<file path="src/rtl/math_pkg.sv">
// Shared types for the trig scheduler. The fixed-point widths come from the INT_BITS/FLOAT_BITS
// macros; these defaults apply only when constants.h has not already defined them.
`ifndef INT_BITS
`define INT_BITS 10
`endif
`ifndef FLOAT_BITS
`define FLOAT_BITS 12
`endif

package math_pkg;

   typedef enum logic [1:0] {
      IDLE = 2'd0,
      SIN  = 2'd1,
      COS  = 2'd2,
      RESP = 2'd3
   } trig_state_t;

endpackage

</file>
<file path="src/rtl/rr_arbiter.sv">
// Combinational round-robin pick: the first asserted request at or after ptr, wrapping to index 0.
module rr_arbiter #(
   parameter int N  = 4,
   parameter int IW = $clog2(N)
) (
   input  logic [N-1:0]  req,
   input  logic [IW-1:0] ptr,
   output logic [N-1:0]  grant,
   output logic [IW-1:0] grant_idx,
   output logic          any
);

   always_comb begin
      grant     = '0;
      grant_idx = '0;
      any       = 1'b0;
      // First pass covers [ptr, N-1]; the second pass covers the wrap into [0, ptr-1].
      for (int i = 0; i < N; i++) begin
         if (!any && req[i] && (IW'(i) >= ptr)) begin
            any       = 1'b1;
            grant_idx = IW'(i);
         end
      end
      for (int i = 0; i < N; i++) begin
         if (!any && req[i]) begin
            any       = 1'b1;
            grant_idx = IW'(i);
         end
      end
      if (any) grant[grant_idx] = 1'b1;
   end

endmodule

</file>
<file path="src/rtl/sin_deg.sv">
// Combinational sine of an integer angle in [-180, 180] degrees, using a quarter-wave table.
// The output is signed fixed point with 1.0 = 1024.
module sin_deg (
   input  logic [`INT_BITS-1:0]   deg,
   output logic [`FLOAT_BITS-1:0] sin_out
);

   localparam int AW = `INT_BITS;
   localparam int FW = `FLOAT_BITS;

   localparam int SIN_Q [0:90] = '{
         0,   18,   36,   54,   71,   89,  107,  125,  143,  160,
       178,  195,  213,  230,  248,  265,  282,  299,  316,  333,
       350,  367,  384,  400,  416,  433,  449,  465,  481,  496,
       512,  527,  543,  558,  573,  587,  602,  616,  630,  644,
       658,  672,  685,  698,  711,  724,  737,  749,  761,  773,
       784,  796,  807,  818,  828,  839,  849,  859,  868,  878,
       887,  896,  904,  912,  920,  928,  935,  943,  949,  956,
       962,  968,  974,  979,  984,  989,  994,  998, 1002, 1005,
      1008, 1011, 1014, 1016, 1018, 1020, 1022, 1023, 1023, 1024,
      1024
   };

   logic          neg;
   logic [AW-1:0] mag;
   logic [6:0]    q;
   logic [FW-1:0] qv;

   always_comb begin
      neg = deg[AW-1];
      mag = neg ? (~deg + 1'b1) : deg;
      // Fold (90, 180] back onto [0, 90) because sin(x) = sin(180 - x).
      q   = 7'((mag > AW'(90)) ? (AW'(180) - mag) : mag);
      qv  = FW'(SIN_Q[q]);
      sin_out = neg ? (~qv + 1'b1) : qv;
   end

endmodule

</file>
<file path="src/rtl/trig_scheduler.sv">
// Shares one sin_deg evaluator among N_REQ requesters: a round-robin grant, then sin, then cos
// (as sin(a+90)) on consecutive cycles, then a response held until its owner takes it.
module trig_scheduler
   import math_pkg::*;
#(
   parameter int N_REQ = 4
) (
   input  logic                       clk,
   input  logic                       rst_n,
   input  logic [N_REQ-1:0]           req_valid,
   input  logic [N_REQ*`INT_BITS-1:0] req_angle,
   output logic [N_REQ-1:0]           req_ready,
   output logic [N_REQ-1:0]           resp_valid,
   output logic [`FLOAT_BITS-1:0]     resp_sin,
   output logic [`FLOAT_BITS-1:0]     resp_cos,
   input  logic [N_REQ-1:0]           resp_ready,
   output logic [1:0]                 dbg_state
);

   localparam int IW = $clog2(N_REQ);
   localparam int AW = `INT_BITS;
   localparam int FW = `FLOAT_BITS;
   localparam logic signed [AW-1:0] P180 = AW'(180);
   localparam logic signed [AW-1:0] M180 = AW'(-180);
   localparam logic signed [AW-1:0] D360 = AW'(360);
   localparam logic signed [AW-1:0] D90  = AW'(90);

   trig_state_t          state;
   logic [IW-1:0]        rr_ptr;
   logic [IW-1:0]        owner;
   logic signed [AW-1:0] a;
   logic signed [AW-1:0] sel_angle;
   logic signed [AW-1:0] norm_angle;
   logic signed [AW-1:0] cos_angle;
   logic [AW-1:0]        sin_in;
   logic [FW-1:0]        sin_out;
   logic [FW-1:0]        sin_r;
   logic [FW-1:0]        cos_r;
   logic [N_REQ-1:0]     grant;
   logic [IW-1:0]        grant_idx;
   logic                 any;

   rr_arbiter #(.N(N_REQ), .IW(IW)) u_arb (
      .req       (req_valid),
      .ptr       (rr_ptr),
      .grant     (grant),
      .grant_idx (grant_idx),
      .any       (any)
   );

   sin_deg u_sin (
      .deg     (sin_in),
      .sin_out (sin_out)
   );

   // Request side: req_valid[i] holds until req_ready[i]. A transfer happens on a clock edge where
   // both are high. Response side: resp_valid[owner] and the data hold until resp_ready[owner].
   assign req_ready = (state == IDLE && any) ? grant : '0;
   assign resp_sin  = sin_r;
   assign resp_cos  = cos_r;
   assign dbg_state = state;

   always_comb begin
      sel_angle = '0;
      for (int i = 0; i < N_REQ; i++) begin
         if (grant[i]) sel_angle = req_angle[i*AW +: AW];
      end
      norm_angle = sel_angle;
      if (sel_angle > P180)      norm_angle = sel_angle - D360;
      else if (sel_angle < M180) norm_angle = sel_angle + D360;
      cos_angle = a + D90;
      if (cos_angle > P180) cos_angle = cos_angle - D360;
      // The shared input idles at 0 outside SIN/COS so the trig datapath stays quiet.
      case (state)
         SIN:     sin_in = a;
         COS:     sin_in = cos_angle;
         default: sin_in = '0;
      endcase
   end

   always_ff @(posedge clk or negedge rst_n) begin
      if (!rst_n) begin
         state      <= IDLE;
         rr_ptr     <= '0;
         owner      <= '0;
         a          <= '0;
         sin_r      <= '0;
         cos_r      <= '0;
         resp_valid <= '0;
      end else begin
         case (state)
            IDLE: begin
               if (any) begin
                  a      <= norm_angle;
                  owner  <= grant_idx;
                  rr_ptr <= (grant_idx == IW'(N_REQ - 1)) ? '0 : grant_idx + 1'b1;
                  state  <= SIN;
               end
            end
            SIN: begin
               sin_r <= sin_out;
               state <= COS;
            end
            COS: begin
               cos_r      <= sin_out;
               resp_valid <= N_REQ'(1) << owner;
               state      <= RESP;
            end
            RESP: begin
               if (resp_ready[owner]) begin
                  resp_valid <= '0;
                  state      <= IDLE;
               end
            end
            default: state <= IDLE;
         endcase
      end
   end

   angle_in_range: assert property (@(posedge clk) disable iff (!rst_n)
      (state == IDLE && any) |-> (sel_angle >= -359 && sel_angle <= 359));

endmodule

</file>
<file path="config.mk">
export PLATFORM = sky130hd
export DESIGN_NAME = trig_scheduler
export DESIGN_NICKNAME = d
export VERILOG_FILES = /design/src/rtl/math_pkg.sv /design/src/rtl/rr_arbiter.sv /design/src/rtl/sin_deg.sv /design/src/rtl/trig_scheduler.sv
export SDC_FILE = /design/constraint.sdc
export NUM_CORES = 1
export LEC_CHECK = 0
export CAP_MARGIN = 15
export CORE_AREA = 2 2 133 135
export DETAILED_ROUTE_END_ITERATION = 6
export DIE_AREA = 0 0 135 137
export PLACE_DENSITY_LB_ADDON = 0.05
export SYNTH_ARGS = -nofsm -noshare
export SYNTH_HDL_FRONTEND = slang
export SYNTH_SLANG_ARGS = --single-unit
</file>
<file path="constraint.sdc">
create_clock -name clk -period 13.6 [get_ports clk]
set_clock_uncertainty 0.2 [all_clocks]
set_input_delay 1.36 -clock clk [delete_from_list [all_inputs] [get_ports clk]]
set_output_delay 1.36 -clock clk [all_outputs]
set_load 0.02 [all_outputs]
</file>
Yosys cells after proc, flatten, opt, wreduce, memory -nomap -nowiden
Memory sizes are Yosys's and may differ from the RTL's.
Cells that the tools add are included.
{"block": "totals", "register_bits": 44, "input_bits": 50, "memories": 1, "rom_bits": 4096, "output_inout_bits": 34}
{"block": "op_classes", "addsub": 8, "shift": 1, "n_eq_ne": 6, "muxes": 40, "n_lt_le_gt_ge": 12, "reduce_logical": 25, "n_bitwise": 3}
{"name": "(name not given)", "words": 128, "width": 32, "read_ports": 1, "rd_ports_with_merged_regs": 0, "wr": 0, "line_no": "sin_deg.sv:34", "text": "qv = FW'(SIN_Q[q]);"}
{"cell": "10-bit two-way mux", "count": 8}
{"cell": "12-bit two-way mux", "count": 3}
{"cell": "10-bit by 9-bit > comparator with 1-bit output, second input constant", "count": 2}
{"cell": "10-bit one-hot mux with 2 select lines", "count": 1}
{"cell": "10-bit subtractor, second input constant", "count": 2}
{"cell": "2-bit two-way mux", "count": 9}
{"cell": "1-bit logical AND", "count": 13}
{"cell": "12-bit by 1-bit adder with 12-bit output, second input constant", "count": 1}
{"cell": "4-bit two-way mux", "count": 3}
{"cell": "12-bit inverter", "count": 1}
{"cell": "1-bit two-way mux", "count": 11}
{"cell": "10-bit by 1-bit adder with 10-bit output, second input constant", "count": 1}
{"cell": "10-bit adder, second input constant", "count": 1}
{"cell": "10-bit by 8-bit adder with 10-bit output, second input constant", "count": 1}
{"cell": "10-bit by 7-bit > comparator with 1-bit output, second input constant", "count": 1}
{"cell": "10-bit by 9-bit < comparator with 1-bit output, second input constant", "count": 1}
{"cell": "10-bit inverter", "count": 1}
{"cell": "8-bit >= comparator, second input constant", "count": 1}
{"cell": "7-bit inverter with 8-bit output", "count": 1}
{"cell": "2-bit one-hot mux with 4 select lines", "count": 1}
{"cell": "4-bit one-hot mux with 2 select lines", "count": 1}
{"cell": "1-bit zero test", "count": 7}
{"cell": "7-bit two-way mux", "count": 1}
{"cell": "6-bit by 7-bit subtractor with 7-bit output, first input constant", "count": 1}
{"cell": "other kinds (14)", "count": 22}

Logic depth before layout (Yosys ltp)
Gate-level depths: netlist of run 1.
{"block": "depth", "word_depth": 39, "ltp_mapped": 33}

By module
Synthesis of run 1 repeated with hierarchy kept, for this count alone.
{"block": "hier_totals", "cells_unflattened": 743, "area_unflattened_um2": 5863.1}
{"module": "trig_scheduler", "area_each_um2": 3015.4, "n_inst": 1, "cells_per_inst": 310}
{"module": "sin_deg", "area_each_um2": 2646.3, "n_inst": 1, "cells_per_inst": 401}
{"module": "rr_arbiter", "area_each_um2": 201.4, "n_inst": 1, "cells_per_inst": 32}

Least setup slack after synthesis of run 1
OpenSTA, ideal clock, no wires.
{"block": "synth_path", "path_kind": "reg2reg", "startpoint": "register a[1]", "endpoint": "register cos_r[8] (netlist: resp_cos[8])", "period_less_slack_ns": 7.009, "path_slack_ns": 6.591, "t_required_ns": 13.261, "stages_incl_launch_ff": 30, "path_buffers": 2, "arrival_ns": 6.671, "cell_sequence": "dfrtp_1 -> ha_1 -> xnor2_1 -> inv_1 -> ha_1 -> o311a_1 -> a221oi_2 -> o221ai_1 -> nand2_1 -> nand2_1 -> o21a_1 -> ha_1 -> nand2b_1 -> a31oi_1 -> o311a_1 -> nand2b_1 -> a21oi_1 -> o21ai_1 -> nand2_1 -> ha_1 -> buf_1 -> nor3_1 -> o21bai_1 -> a2111oi_1 -> a211oi_1 -> or4_1 -> nand4_1 -> buf_2 -> nor3_1 -> or4b_1"}
{"block": "synth_between", "elab_chain_cells": 16, "word_cells_on_any_way": 18, "classes_between": "5 x add/sub; 2 x order compare; 7 x mux; 3 x bitwise; 1 x memory"}
{"item": "start, declared", "line_no": "trig_scheduler.sv:31", "text": "logic signed [AW-1:0] a;"}
{"item": "start signal, assigned", "line_no": "trig_scheduler.sv:94", "text": "a <= norm_angle;"}
{"item": "10-bit by 8-bit adder with 10-bit output", "line_no": "trig_scheduler.sv:71", "text": "cos_angle = a + D90;"}
{"item": "10-bit subtractor / 10-bit by 9-bit > comparator with 1-bit output (equally long branches)", "line_no": "trig_scheduler.sv:72", "text": "if (cos_angle > P180) cos_angle = cos_angle - D360;"}
{"item": "10-bit two-way mux", "line_no": "trig_scheduler.sv:72"}
{"item": "10-bit one-hot mux with 2 select lines *", "line_no": "trig_scheduler.sv:74", "text": "case (state)"}
{"item": "10-bit inverter", "line_no": "sin_deg.sv:31", "text": "mag = neg ? (~deg + 1'b1) : deg;"}
{"item": "10-bit by 1-bit adder with 10-bit output", "line_no": "sin_deg.sv:31"}
{"item": "10-bit two-way mux", "line_no": "sin_deg.sv:31"}
{"item": "10-bit by 7-bit > comparator with 1-bit output / 6-bit by 7-bit subtractor with 7-bit output (equally long branches)", "line_no": "sin_deg.sv:33", "text": "q = 7'((mag > AW'(90)) ? (AW'(180) - mag) : mag);"}
{"item": "7-bit two-way mux", "line_no": "sin_deg.sv:33"}
{"item": "7-bit inverter with 8-bit output (implied by the code)", "line_no": "sin_deg.sv:34"}
{"item": "memory 128 x 32 bit"}
{"item": "12-bit two-way mux (implied by the code) (2 in a row)", "line_no": "sin_deg.sv:34"}
{"item": "12-bit inverter", "line_no": "sin_deg.sv:35", "text": "sin_out = neg ? (~qv + 1'b1) : qv;"}
{"item": "12-bit by 1-bit adder with 12-bit output", "line_no": "sin_deg.sv:35"}
{"item": "12-bit two-way mux *", "line_no": "sin_deg.sv:35"}
{"item": "end signal, assigned", "line_no": "trig_scheduler.sv:105", "text": "cos_r <= sin_out;"}
{"item": "end, declared", "line_no": "trig_scheduler.sv:38", "text": "logic [FW-1:0] cos_r;"}
Mark *: on every way between the ends. The rest lies on a longest branch, timed or not. The select of a mux whose other input is x is not followed.
A chain may end at the register's enable or synchronous reset.

Worst setup path in the final report of run 1
Same ends and word-level chain as after synthesis.

==> flow_metrics.tcl, run 1 <==
set metrics [dict create \
    n_fill_cell 1772 \
    dieArea_um2 18500 \
    die_x_um 135 \
    num_vias 7433 \
    synth_edf_count 0 \
    syn_area_um2 6510 \
    hold_buffers 0 \
    firstDrtPassIters 7 \
    cp_slowest_cell "a21oi_1" \
    cts_buffers 5 \
    clockRootBuffer "clkbuf_16" \
    cp_slowest_stage_delay_ps 670 \
    synth.area.top_cells "dfrtp_1, nand2_1, ha_1, a21oi_1, o21ai_0" \
    synth_warnings 0 \
    synth_top_cell_by_area "dfrtp_1" \
    io_pins 84 \
    final_hold_viol_count 0 \
    slew_viol_final 0 \
    fin_crit_sh_pct 68.3 \
    drt_iter0_markers 711 \
    cap_violations 0 \
    synthesis.nets 962 \
    worstPathRequired_ps 13550 \
    violations "DRC" \
    grtUsageTotal_pct 26.5 \
    post_cts_buffers 0 \
    area_growth_pct 15.4 \
    drcViolationCount 3 \
    status "complete, but fails checks" \
    die_h_um 137 \
    routed_wirelength_um 24800 \
    cts_sinks 44 \
    cp_max_fo 15 \
    layout_setup_ws_ps 4320 \
    final.setup.tns_ps 0 \
    portBuffers 83 \
    relSlewSlack_pct 29.1 \
    synth.ff_latch_count 44 \
    synth.avg_cell_area_um2 7.35 \
    clock_latency_ps 280 \
    synthCells 886 \
    setup_viol 0 \
    htree_levels 2 \
    diodes 0 \
    ys_seq_area_share_pct 16.9 \
    cts_tree "yes" \
    synth.most_common_cell "nand2_1" \
    tightest_slew_ps 1060 \
    final_layout_size_suffix_gt1_share_pct 7.19 \
    cts.reportedPaths.clkPinSlew_ps 60 \
    cp-end-kind "register" \
    postRouteAntennaNets 0 \
    cts-resized-gates 0 \
    layout_min_cycle_time_ps 9280 \
    crit_type "register to register" \
    synth_ff_type "dfrtp_1" \
    vias_per_cell 6.50 \
    multiInputGateArea_um2 4950 \
    initial_core_util_pct 38.2 \
    yosys-top-cells-count "nand2_1, nor2_1, a21oi_1" \
    cts_buffer_depth 2 \
    maxClockFrequency_mhz 108 \
    synth_top_area_share_pct 16.9 \
    async_flop_share_pct 100 \
    grt_pass1_vias 7107 \
    path_common_cell "ha_1" \
    placementRows 48 \
    seqCellArea_um2 1100 \
    routabilityCongestion 0.927 \
    fin_nets 993 \
    dp_slack_ps 4560 \
    synth_cell_types 101 \
    antenna_found_initial 0 \
    core_area_um2 17100 \
    grt_overflow 0 \
    grt_pass1_wl_um 39300 \
    cp.arrival_ps 9230 \
    grt_max_degree 45 \
    wl_per_cell_um 21.7 \
    hpwlAfterDp_um 18600 \
    hold_path_class "register to register" \
    start_kind "register" \
    rsz0062_at_grt "no" \
]
## sequential cells by signal, summed over array words and instances (netlist names)
name,flops
owner,2
resp_valid,4
resp_sin,12
a,10
rr_ptr,2
resp_cos,12
dbg_state,2
## logic make-up after synthesis
| kind of cell | share of synthesized area, % |
|---|---|
| simple gates | 26.2 |
| buf+inv | 7.01 |
| flops | 16.9 |
| xor+xnor | 3.86 |
| fa+ha+maj | 5.00 |
| compound gates | 37.4 |
| mux | 3.57 |
## layout make-up
class                           count  share of cell area (%)
Clock buffer                        7                    1.90
Inverter                           39                    1.95
Sequential cell                    44                    14.7
Tap cell                          225                    3.75
Clock inverter                      1                   0.100
Timing Repair Buffer               90                    11.7
Multi-Input combinational cell    737                    66.0
## through the flow
step | instances | util, % | instance area [µm²] | hold WS (ps)
2_1_floorplan | 886 | - | 6510 | 263
3_3_place_gp | 1135 | 43.2 | 7360 | 270
3_5_place_dp | 1135 | 43.2 | 7360 | 268
4_1_cts | 1143 | 44.0 | 7510 | 289
5_1_grt | 1143 | 44.0 | 7510 | 321
6_report | 1143 | 44.0 | 7510 | 290
## critical path: cells and delay by family (launching register included)
kind	cells	cell delay, ps
XOR/XNOR	1	270
flip-flops	1	560
AO/OA/AOI/OAI	13	4100
adder cells (fa/ha/maj)	5	1750
AND/OR/NAND/NOR	8	1810
buffers and inverters	4	420
## final timing paths
path | from | to | slack [ps] | cells after the start
min | resp_valid[0]$_DFFE_PN0P_ | resp_valid[0]$_DFFE_PN0P_ | 290 | 2
max reg2reg | a[1]$_DFFE_PN0P_ | resp_cos[8]$_DFFE_PN0P_ | 4320 | 31
min reg2reg | resp_valid[0]$_DFFE_PN0P_ | resp_valid[0]$_DFFE_PN0P_ | 290 | 2
max | a[1]$_DFFE_PN0P_ | resp_cos[8]$_DFFE_PN0P_ | 4320 | 31
max in group asynchronous | rst_n | a[0]$_DFFE_PN0P_ | 11530 | 1
min in group asynchronous | rst_n | rr_ptr[0]$_DFFE_PN0P_ | 1040 | 1
## cells in the final DEF (no fill, tap or decap), types with 6 or more instances in the layout
master and instances:
nand2_1 95, dfrtp_1 44, a21oi_1 59, nand4_1 12
mux2i_1 8, a222oi_1 10, o21ai_1 6, nor4_1 9
clkdlybuf4s50_1 82, xnor2_1 17, a31oi_1 11, o21ai_0 55
inv_1 37, xor2_1 8, mux2_2 9, a211o_1 8
buf_4 7, nor3_1 38, and3_1 7, a211oi_1 14
or3_1 8, nand2b_1 9, o211ai_1 15, nor2_1 72
o31ai_1 11, a22oi_1 12, or4_1 7, o22ai_1 9
and2_1 14, nand3_1 32, o21a_1 7, ha_1 26
o311ai_1 6
## layer usage
| metal | GRT usage [%] | vias to the layer above | wire (µm) |
|---|---|---|---|
| met5 | 0 | - | 0 |
| met4 | 6.48 | 0 | 549 |
| met3 | 4.70 | 57 | 1840 |
| met2 | 43.3 | 349 | 11300 |
| met1 | 36.4 | 3564 | 11100 |
| li1 | - | 3463 | - |
Power of run 1 is not shown: default switching activity piles up to over one toggle a cycle in this logic, so the estimate is an artifact.
==> run 2: changes to the inputs <==
- clock period: 13.6 -> 9.5 ns (I/O delays scaled with it)
==> run 2 against run 1 <==
  * The flow now finishes without violations
  * Worst setup slack lost 3700 ps
  * Critical path type unchanged
  * Register-to-register slack got worse by 3700 ps
  * Routed wire length is 1.1% higher
  * Count of clock-buffer cells in the layout fell by 1
  * Hold slack lost 13 ps
  * Global-route usage rose by 0.70 points
  * Highest routed layer unchanged
  * Critical path depth did not move
==> flow_metrics.tcl, run 2 (synthesis results as in run 1) <==
set metrics [dict create \
    portBuffers 83 \
    worstPathRequired_ps 9460 \
    placementRows 48 \
    path_common_cell "ha_1" \
    clockRootBuffer "clkbuf_16" \
    rsz0062_at_grt "no" \
    post_cts_buffers 0 \
    setup_viol 0 \
    hold_buffers 0 \
    top_layer "met4" \
    r2r_slack_ps 580 \
    final_cell_mix "nand2_1, clkdlybuf4s50_1, nor2_1, a21oi_1, o21ai_0" \
    hold_path_class "register to register" \
    grtUsageTotal_pct 27.2 \
    grt_pass1_wl_um 40200 \
    postRouteAntennaNets 0 \
    critPathBufInv 4 \
    num_vias 7461 \
    cts_buffer_depth 2 \
    clock_latency_ps 290 \
    cp.arrival_ps 8880 \
    layout_commonest_cell "nand2_1" \
    firstDrtPassIters 6 \
    grt_pass1_vias 7234 \
    r2r_cells 31 \
    cp_slowest_cell "a21oi_1" \
    maxClockFrequency_mhz 112 \
    die_x_um 135 \
    drcViolationCount 0 \
    die_h_um 137 \
    worst_path_dominant_cell_family "compound AO/OA/AOI/OAI gates" \
    routabilityCongestion 0.969 \
    hpwlAfterDp_um 18900 \
    tightest_slew_ps 1140 \
    area_growth_pct 16.7 \
    cap_violations 0 \
    crit_type "register to register" \
    initial_core_util_pct 38.2 \
    drt_iter0_markers 733 \
    grt_max_degree 45 \
    finalNonFillerCells 1149 \
    cts_buffers 5 \
    cts_sinks 44 \
    min_to "resp_valid[3]$_DFFE_PN0P_" \
    r2r_end "resp_sin[8]$_DFFE_PN0P_" \
    grt_overflow 0 \
    r2r-start "a[1]$_DFFE_PN0P_" \
    met3_length_um 2020 \
    cp_max_fo 15 \
    dp_cells 1141 \
    cts.reportedPaths.clkPinSlew_ps 70 \
    vias_per_cell 6.49 \
    relSlewSlack_pct 23.7 \
    core_area_um2 17100 \
    hold_start "resp_valid[3]$_DFFE_PN0P_" \
    status "finished clean" \
    final_layout_size_suffix_gt1_share_pct 8.12 \
    start_kind "register" \
    diodes 0 \
    fin_crit_sh_pct 93.9 \
    routed_wirelength_um 25100 \
    antenna_found_initial 0 \
    dieArea_um2 18500 \
    m1WireLength_um 10900 \
    cp_slowest_stage_delay_ps 590 \
    cp-end-kind "register" \
    htree_levels 2 \
    wl_per_cell_um 21.8 \
    io_pins 84 \
    fin_nets 999 \
    final.setup.tns_ps 0 \
    hold_depth 2 \
    slew_viol_final 0 \
    cts_tree "yes" \
    final_hold_viol_count 0 \
    wl_met2_um 11500 \
    layout_min_cycle_time_ps 8920 \
]
==> run 2: worst min-delay path: cells and delay by family, from the launching register on <==
kind	cells	cell delay, ps
AND/OR/NAND/NOR	2	100
flip-flops	1	350
==> run 2: timing repair <==
action                                  in CTS  in global routing
endpoints found under the hold margin        0                  0
endpoints found under the setup margin       0                  2
gates resized for setup                      0                  1
==> run 2: routing by layer <==
| layer | vias up | track usage, % |
|---|---|---|
| li1 | 3467 | - |
| met1 | 3589 | 37.1 |
| met2 | 357 | 44.1 |
| met3 | 48 | 5.33 |
| met4 | 0 | 7.41 |
| met5 | - | 0 |
==> run 2: worst max path at each step <==
stage / start / end / slack [ps] / cells after the start
floorplan: a[1]$_DFFE_PN0P_ / resp_cos[8]$_DFFE_PN0P_ / 2490 / 29
global placement: a[1]$_DFFE_PN0P_ / resp_cos[8]$_DFFE_PN0P_ / 820 / 31
detailed placement: a[1]$_DFFE_PN0P_ / resp_sin[8]$_DFFE_PN0P_ / 730 / 31
CTS: a[1]$_DFFE_PN0P_ / resp_sin[8]$_DFFE_PN0P_ / 680 / 31
global route: a[1]$_DFFE_PN0P_ / resp_sin[8]$_DFFE_PN0P_ / 5 / 31
finish: a[1]$_DFFE_PN0P_ / resp_sin[8]$_DFFE_PN0P_ / 580 / 31
==> run 2: metrics by stage <==
stage | util, % | cell area [µm²] | hold slack (ps) | worst slack, ps
final | 44.5 | 7600 | 277 | 580
after global routing | 44.5 | 7600 | 306 | 4.67
after CTS | 44.5 | 7590 | 281 | 678
after detailed placement | 43.5 | 7410 | 259 | 726
after global placement | 43.5 | 7410 | 266 | 824
after floorplan | - | 6510 | 263 | 2490
==> run 2: area by class of cell <==
cell class / instances / area [µm²]
fillers: 1748 / 9460
multi-input cells: 737 / 4970
flip-flops and latches: 44 / 1100
repair buffers: 96 / 923
well taps: 225 / 282
inverters: 39 / 146
clock buffers: 6 / 139
clock inverters: 2 / 38.8
Power of run 2 is left out for the same reason.
